File: src/rtl/mux_2x1_rr_burst_arbiter_if.sv
// mux_2x1_rr_burst_arbiter_if: requester/downstream handshake and mux control bundle for the burst arbiter
interface mux_2x1_rr_burst_arbiter_if #(parameter int CNT_WIDTH = 5);
  logic [1:0] i_req;
  logic [1:0] i_last;
  logic i_ready;
  logic [1:0] o_grant;
  logic [1:0] o_mux_valid;
  logic o_mux_en;
  logic o_owner;
  logic o_busy;
  logic [CNT_WIDTH-1:0] o_beat_cnt;
  logic o_trunc;
  modport master (output i_req, i_last, i_ready,
                  input o_grant, o_mux_valid, o_mux_en, o_owner, o_busy, o_beat_cnt, o_trunc);
  modport slave (input i_req, i_last, i_ready,
                 output o_grant, o_mux_valid, o_mux_en, o_owner, o_busy, o_beat_cnt, o_trunc);
endinterface

File: src/rtl/mux_2x1_rr_burst_arbiter.sv
// mux_2x1_rr_burst_arbiter: round-robin whole-burst arbiter driving a shared 2:1 mux
module mux_2x1_rr_burst_arbiter #(
  parameter int MAX_BURST = 16,
  parameter int CNT_WIDTH = 5
) (
  input logic clk,
  input logic rst,
  mux_2x1_rr_burst_arbiter_if.slave bus
);
  typedef enum logic [1:0] {IDLE, OWN0, OWN1} state_t;
  state_t state_q, state_d;
  logic rr_q, rr_d, owner_q, owner_d, trunc_q, trunc_d;
  logic [CNT_WIDTH-1:0] cnt_q, cnt_d;
  logic own, k, xfer, rel, nxt;
  always_comb begin
    own = state_q != IDLE;
    k = state_q == OWN1;
    xfer = own & ~rst & bus.i_req[k] & bus.i_ready;
    rel = xfer & (bus.i_last[k] | (cnt_q == CNT_WIDTH'(MAX_BURST - 1)));
    nxt = (bus.i_req == 2'b11) ? rr_q : bus.i_req[1];
    state_d = state_q;
    rr_d = rr_q;
    owner_d = owner_q;
    cnt_d = cnt_q;
    trunc_d = 1'b0;
    if (!own && bus.i_req != 2'b00) begin
      state_d = nxt ? OWN1 : OWN0;
      owner_d = nxt;
      cnt_d = '0;
    end else if (rel) begin
      // hand straight to the other requester when it is waiting, no idle bubble
      rr_d = ~k;
      cnt_d = '0;
      trunc_d = ~bus.i_last[k];
      state_d = bus.i_req[~k] ? (k ? OWN0 : OWN1) : IDLE;
      owner_d = bus.i_req[~k] ? ~k : k;
    end else if (xfer) begin
      cnt_d = cnt_q + 1'b1;
    end
  end
  always_ff @(posedge clk) begin
    if (rst) begin
      state_q <= IDLE;
      rr_q <= 1'b0;
      owner_q <= 1'b0;
      trunc_q <= 1'b0;
      cnt_q <= '0;
    end else begin
      state_q <= state_d;
      rr_q <= rr_d;
      owner_q <= owner_d;
      trunc_q <= trunc_d;
      cnt_q <= cnt_d;
    end
  end
  assign bus.o_grant = (own & ~rst & bus.i_ready) ? {k, ~k} : 2'b00;
  assign bus.o_mux_valid = xfer ? {k, ~k} : 2'b00;
  assign bus.o_mux_en = ~rst;
  assign bus.o_owner = ~rst & owner_q;
  assign bus.o_busy = ~rst & own;
  assign bus.o_beat_cnt = rst ? '0 : cnt_q;
  assign bus.o_trunc = ~rst & trunc_q;
endmodule

File: src/flat_wrapper.sv
// flat-port wrapper written by rule: the top's interface ports become plain ports
module mux_2x1_rr_burst_arbiter_flat 
#(
  parameter int MAX_BURST = 16,
  parameter int CNT_WIDTH = 5
)
  (clk, rst, bus_i_req, bus_i_last, bus_i_ready, bus_o_grant, bus_o_mux_valid, bus_o_mux_en, bus_o_owner, bus_o_busy, bus_o_beat_cnt, bus_o_trunc);
  mux_2x1_rr_burst_arbiter_if #(.CNT_WIDTH(CNT_WIDTH)) bus_i ();
  input logic clk;
  input logic rst;
  input wire logic [$bits(bus_i.i_req)-1:0] bus_i_req;
  input wire logic [$bits(bus_i.i_last)-1:0] bus_i_last;
  input wire logic [$bits(bus_i.i_ready)-1:0] bus_i_ready;
  output wire logic [$bits(bus_i.o_grant)-1:0] bus_o_grant;
  output wire logic [$bits(bus_i.o_mux_valid)-1:0] bus_o_mux_valid;
  output wire logic [$bits(bus_i.o_mux_en)-1:0] bus_o_mux_en;
  output wire logic [$bits(bus_i.o_owner)-1:0] bus_o_owner;
  output wire logic [$bits(bus_i.o_busy)-1:0] bus_o_busy;
  output wire logic [$bits(bus_i.o_beat_cnt)-1:0] bus_o_beat_cnt;
  output wire logic [$bits(bus_i.o_trunc)-1:0] bus_o_trunc;
  assign bus_i.i_req = bus_i_req;
  assign bus_i.i_last = bus_i_last;
  assign bus_i.i_ready = bus_i_ready;
  assign bus_o_grant = bus_i.o_grant;
  assign bus_o_mux_valid = bus_i.o_mux_valid;
  assign bus_o_mux_en = bus_i.o_mux_en;
  assign bus_o_owner = bus_i.o_owner;
  assign bus_o_busy = bus_i.o_busy;
  assign bus_o_beat_cnt = bus_i.o_beat_cnt;
  assign bus_o_trunc = bus_i.o_trunc;
  mux_2x1_rr_burst_arbiter #(.MAX_BURST(MAX_BURST), .CNT_WIDTH(CNT_WIDTH)) u_core (.clk(clk), .rst(rst), .bus(bus_i));
endmodule
File: config.mk
export PLATFORM = sky130hd
export DESIGN_NAME = mux_2x1_rr_burst_arbiter_flat
export DESIGN_NICKNAME = d
export VERILOG_FILES = /design/src/rtl/mux_2x1_rr_burst_arbiter_if.sv /design/src/rtl/mux_2x1_rr_burst_arbiter.sv /design/src/flat_wrapper.sv
export SDC_FILE = /design/constraint.sdc
export NUM_CORES = 1
export LEC_CHECK = 0
export ABC_AREA = 1
export CAP_MARGIN = 20
export CORE_MARGIN = 2
export CORE_UTILIZATION = 48
export CTS_CLUSTER_SIZE = 30
export DETAILED_ROUTE_END_ITERATION = 8
export PLACE_DENSITY_LB_ADDON = 0.12
export SLEW_MARGIN = 20
export SYNTH_ARGS = -nofsm -noshare
export SYNTH_HDL_FRONTEND = slang
export SYNTH_SLANG_ARGS = --single-unit
File: constraint.sdc
create_clock -name clk -period 3 [get_ports clk]
set_input_delay 0.6 -clock clk [delete_from_list [all_inputs] [get_ports clk]]
set_output_delay 0.6 -clock clk [all_outputs]
set_load 0.02 [all_outputs]
==> insert_results.sql <==
INSERT INTO impl_metrics (metric_group, metric, value, unit) VALUES
('critical_path', 'worst_setup_path_start_kind', 'primary input', ''),
('final_layout', 'post_route_cells_drive_above_1_share', '15.32', '%'),
('pwr', 'swShare', '40.57', '%'),
('clock_tree', 'postCtsResizedCells', '0', ''),
('grt', 'all_layer_global_routing_usage', '21.01', '%'),
('critical_path', 'cell_type_with_the_highest_occurrence_count_on_the_critical_path', 'sky130_fd_sc_hd__clkdlybuf4s50_1', ''),
('synthesis', 'netlist.area_leader.share', '30.02', '%'),
('placed_design', 'portBuffers', '19', ''),
('route', 'via_count', '671', ''),
('worst_hold_path', 'class_of_the_tightest_hold_or_removal_check', 'flip-flop to flip-flop', ''),
('critical_path', 'critPathMaxFanout', '7', ''),
('route', 'initialDrtViolationCount', '21', ''),
('sta', 'setup_failing_eps_final', '0', ''),
('floorplanning', 'core_area', '1301', 'µm²'),
('critical_path', 'timing.setup.critical_path_class', 'primary input to output port', ''),
('clock_tree', 'cts_max_level', '1', ''),
('synthesis', 'syn_inst', '99', ''),
('clock_tree', 'tritoncts_clock_tree', 'built', ''),
('sta', 'worst_hold_slack', '0.4691', 'ns'),
('sta', 'final-max-slew-violation-count', '0', ''),
('floorplanning', 'std_cell_rows', '13', ''),
('synthesis', 'netlist.top_cell.by_area', 'sky130_fd_sc_hd__dfxtp_1', ''),
('route', 'post-route-drc-count', '0', ''),
('synthesis', 'synthMostInstantiatedCell', 'sky130_fd_sc_hd__nand2_1', ''),
('synthesis', 'synthTopCellsByArea', 'sky130_fd_sc_hd__dfxtp_1 (30%), sky130_fd_sc_hd__nand2_1 (11%), sky130_fd_sc_hd__nor2_1 (10%)', ''),
('synthesis', 'post_synth_most_frequent_cells', 'sky130_fd_sc_hd__nand2_1 (19), sky130_fd_sc_hd__nor2_1 (18), sky130_fd_sc_hd__inv_1 (14), sky130_fd_sc_hd__dfxtp_1 (10)', ''),
('route', 'drt-vias-per-instance', '4.827', ''),
('clock_tree', 'cts_buffers', '3', ''),
('pwr', 'power.share.sequential', '31.3', '%'),
('grt', 'grt_antenna_before_repair', '0', ''),
('floorplanning', 'floorplan.die_area', '1704', 'µm²'),
('placed_design', 'place_hpwl', '1.107', 'mm'),
('floorplanning', 'die_height', '41.28', 'µm'),
('synthesis', 'synth-seq-area-share', '30.02', '%'),
('clock_tree', 'insertion_delay', '0.27', 'ns'),
('sta', 'final_min_period_over_clock_period', '94.17', '%'),
('route', 'detailedRoute.firstPassIterationCount', '4', ''),
('critical_path', 'crit_path_end_kind', 'output port', ''),
('grt', 'first_global_vias', '544', ''),
('pwr', 'max-vdd-ir-drop', '398.3', 'µV'),
('sta', 'relSlewSlack', '69.34', '%'),
('critical_path', 'timing.critical_path.slowest_stage_cell', 'sky130_fd_sc_hd__clkdlybuf4s50_1', ''),
('clock_tree', 'cts_setup_buffers', '0', ''),
('run_status', 'run_status', 'completed', ''),
('sta', 'worst_pin_slew', '0.4568', 'ns'),
('clock_tree', 'clkTransAtPathRegs', '0.07', 'ns'),
('sta', 'rsz0062_at_grt', 'false', ''),
('floorplanning', 'initial_standard_cell_utilization_of_the_core', '51.25', '%'),
('sta', 'final.min_clock_period', '2.825', 'ns'),
('pwr', 'power.net_switching', '0.0002117', 'W'),
('route', 'drt_wl_total', '1.477', 'mm'),
('synthesis', 'syn_nets', '108', ''),
('synthesis', 'cell_area_after_synthesis', '666.9', 'µm²'),
('clock_tree', 'clock_tree.buffer_depth', '2', ''),
('synthesis', 'yosysUniqueCellTypes', '23', ''),
('clock_tree', 'post_cts_hold_buffer_count', '0', ''),
('floorplanning', 'io_pins', '20', ''),
('pwr', 'clkPwrFrac', '24.4', '%'),
('critical_path', 'critical-path-max-stage-delay', '0.60', 'ns'),
('pwr', 'p_leak', '0.4146', 'nW'),
('job', 'timing.max_cap.violations', '0', ''),
('placed_design', 'gp_congestion', '0.9199', ''),
('synthesis', 'syn-mean-instance-area', '6.736', 'µm²'),
('final_layout', 'post-route-util', '71.25', '%'),
('route', 'route.antenna.remaining_nets', '0', ''),
('floorplanning', 'fp.dieW', '41.28', 'µm'),
('synthesis', 'prevailing_post_synth_register_cell', 'sky130_fd_sc_hd__dfxtp_1', ''),
('synthesis', 'synth-seq-cells', '10', ''),
('critical_path', 'critical_path.n_buffers_inverters', '4', ''),
('grt', 'aggregate_global_routing_overflow', '0', ''),
('grt', 'grt_max_degree', '10', '');
## power groups by stage
stage | clock [W] | combinational [W] | sequential, W
finish | 0.000127 | 0.000231 | 0.000163
global route | 0.000135 | 0.000257 | 0.000166
CTS | 0.000130 | 0.000232 | 0.000163
detailed placement | 0 | 0.000229 | 0.000166
global placement | 0 | 0.000224 | 0.000166
floorplan | 0 | 0.000167 | 0.000163
## cell families (layout without fill, tap and decap cells)
logic type               Yosys count  count (layout)  share of synthesized area, %
XOR/XNOR                           2               2                         2.627
AO/OA/AOI/OAI                     12              12                         9.756
buffers and inverters             18              43                         11.63
adder cells (fa/ha/maj)            2               2                         3.752
AND/OR/NAND/NOR                   55              55                         42.22
flip-flops                        10              10                         30.02
## cell usage in the layout, fill, tap and decap left out, types with 2 or more instances in the layout
master	n
sky130_fd_sc_hd__xor2_1	2
sky130_fd_sc_hd__nand2_2	3
sky130_fd_sc_hd__inv_1	14
sky130_fd_sc_hd__nand2_1	19
sky130_fd_sc_hd__clkbuf_4	3
sky130_fd_sc_hd__clkdlybuf4s50_1	19
sky130_fd_sc_hd__dfxtp_1	10
sky130_fd_sc_hd__buf_4	3
sky130_fd_sc_hd__ha_1	2
sky130_fd_sc_hd__a21oi_1	8
sky130_fd_sc_hd__nand3_1	8
sky130_fd_sc_hd__nand2_4	2
sky130_fd_sc_hd__nor2_1	18
## flip-flops by register name, indices dropped and copies added (netlist names)
name,flops
u_core.cnt_q,5
u_core.owner_q,1
u_core.rr_q,1
u_core.state_q,2
u_core.trunc_q,1
## area by class of cell
class                      instances  area [µm²]
tap                               15       18.77
multi-input combinational         71       389.1
fill                             118       374.1
sequential                        10       200.2
clock buffer                       4       36.28
inverter                          17       70.07
timing repair buffer              22       212.7
## metrics by stage
stage	power, W	setup WS (ns)	instance area (µm²)	std cells
2_1_floorplan	0.0003303	0.8808	666.9	99
3_3_place_gp	0.0003903	0.1974	890.9	135
3_5_place_dp	0.0003954	0.1818	890.9	135
4_1_cts	0.0005250	0.1686	927.1	139
5_1_grt	0.0005588	0.1084	927.1	139
6_report	0.0005217	0.1750	927.1	139
## worst paths after layout
kind	depth (start not counted)	to	slack, ns	startpoint
min	2	u_core.rr_q	0.47	u_core.rr_q
max reg2reg	9	u_core.state_q[1]	1.40	u_core.cnt_q[0]
min reg2reg	2	u_core.rr_q	0.47	u_core.rr_q
max	8	bus_o_mux_valid[0]	0.17	bus_i_req[1]
## worst min-delay path, stage by stage (launching register included)
cell                      delay (ns)
sky130_fd_sc_hd__dfxtp_1        0.32
sky130_fd_sc_hd__nand2_1        0.06
sky130_fd_sc_hd__a21oi_1        0.05
## routing by layer
layer / share of wire (%) / GRT usage [%] / up-vias
li1: - / - / 357
met1: 51 / 29.64 / 293
met2: 43 / 29.69 / 18
met3: 5.3 / 4.891 / 3
met4: 1.6 / 9.677 / 0
met5: 0 / 0 / -
Power figures use the tool's default switching activity.
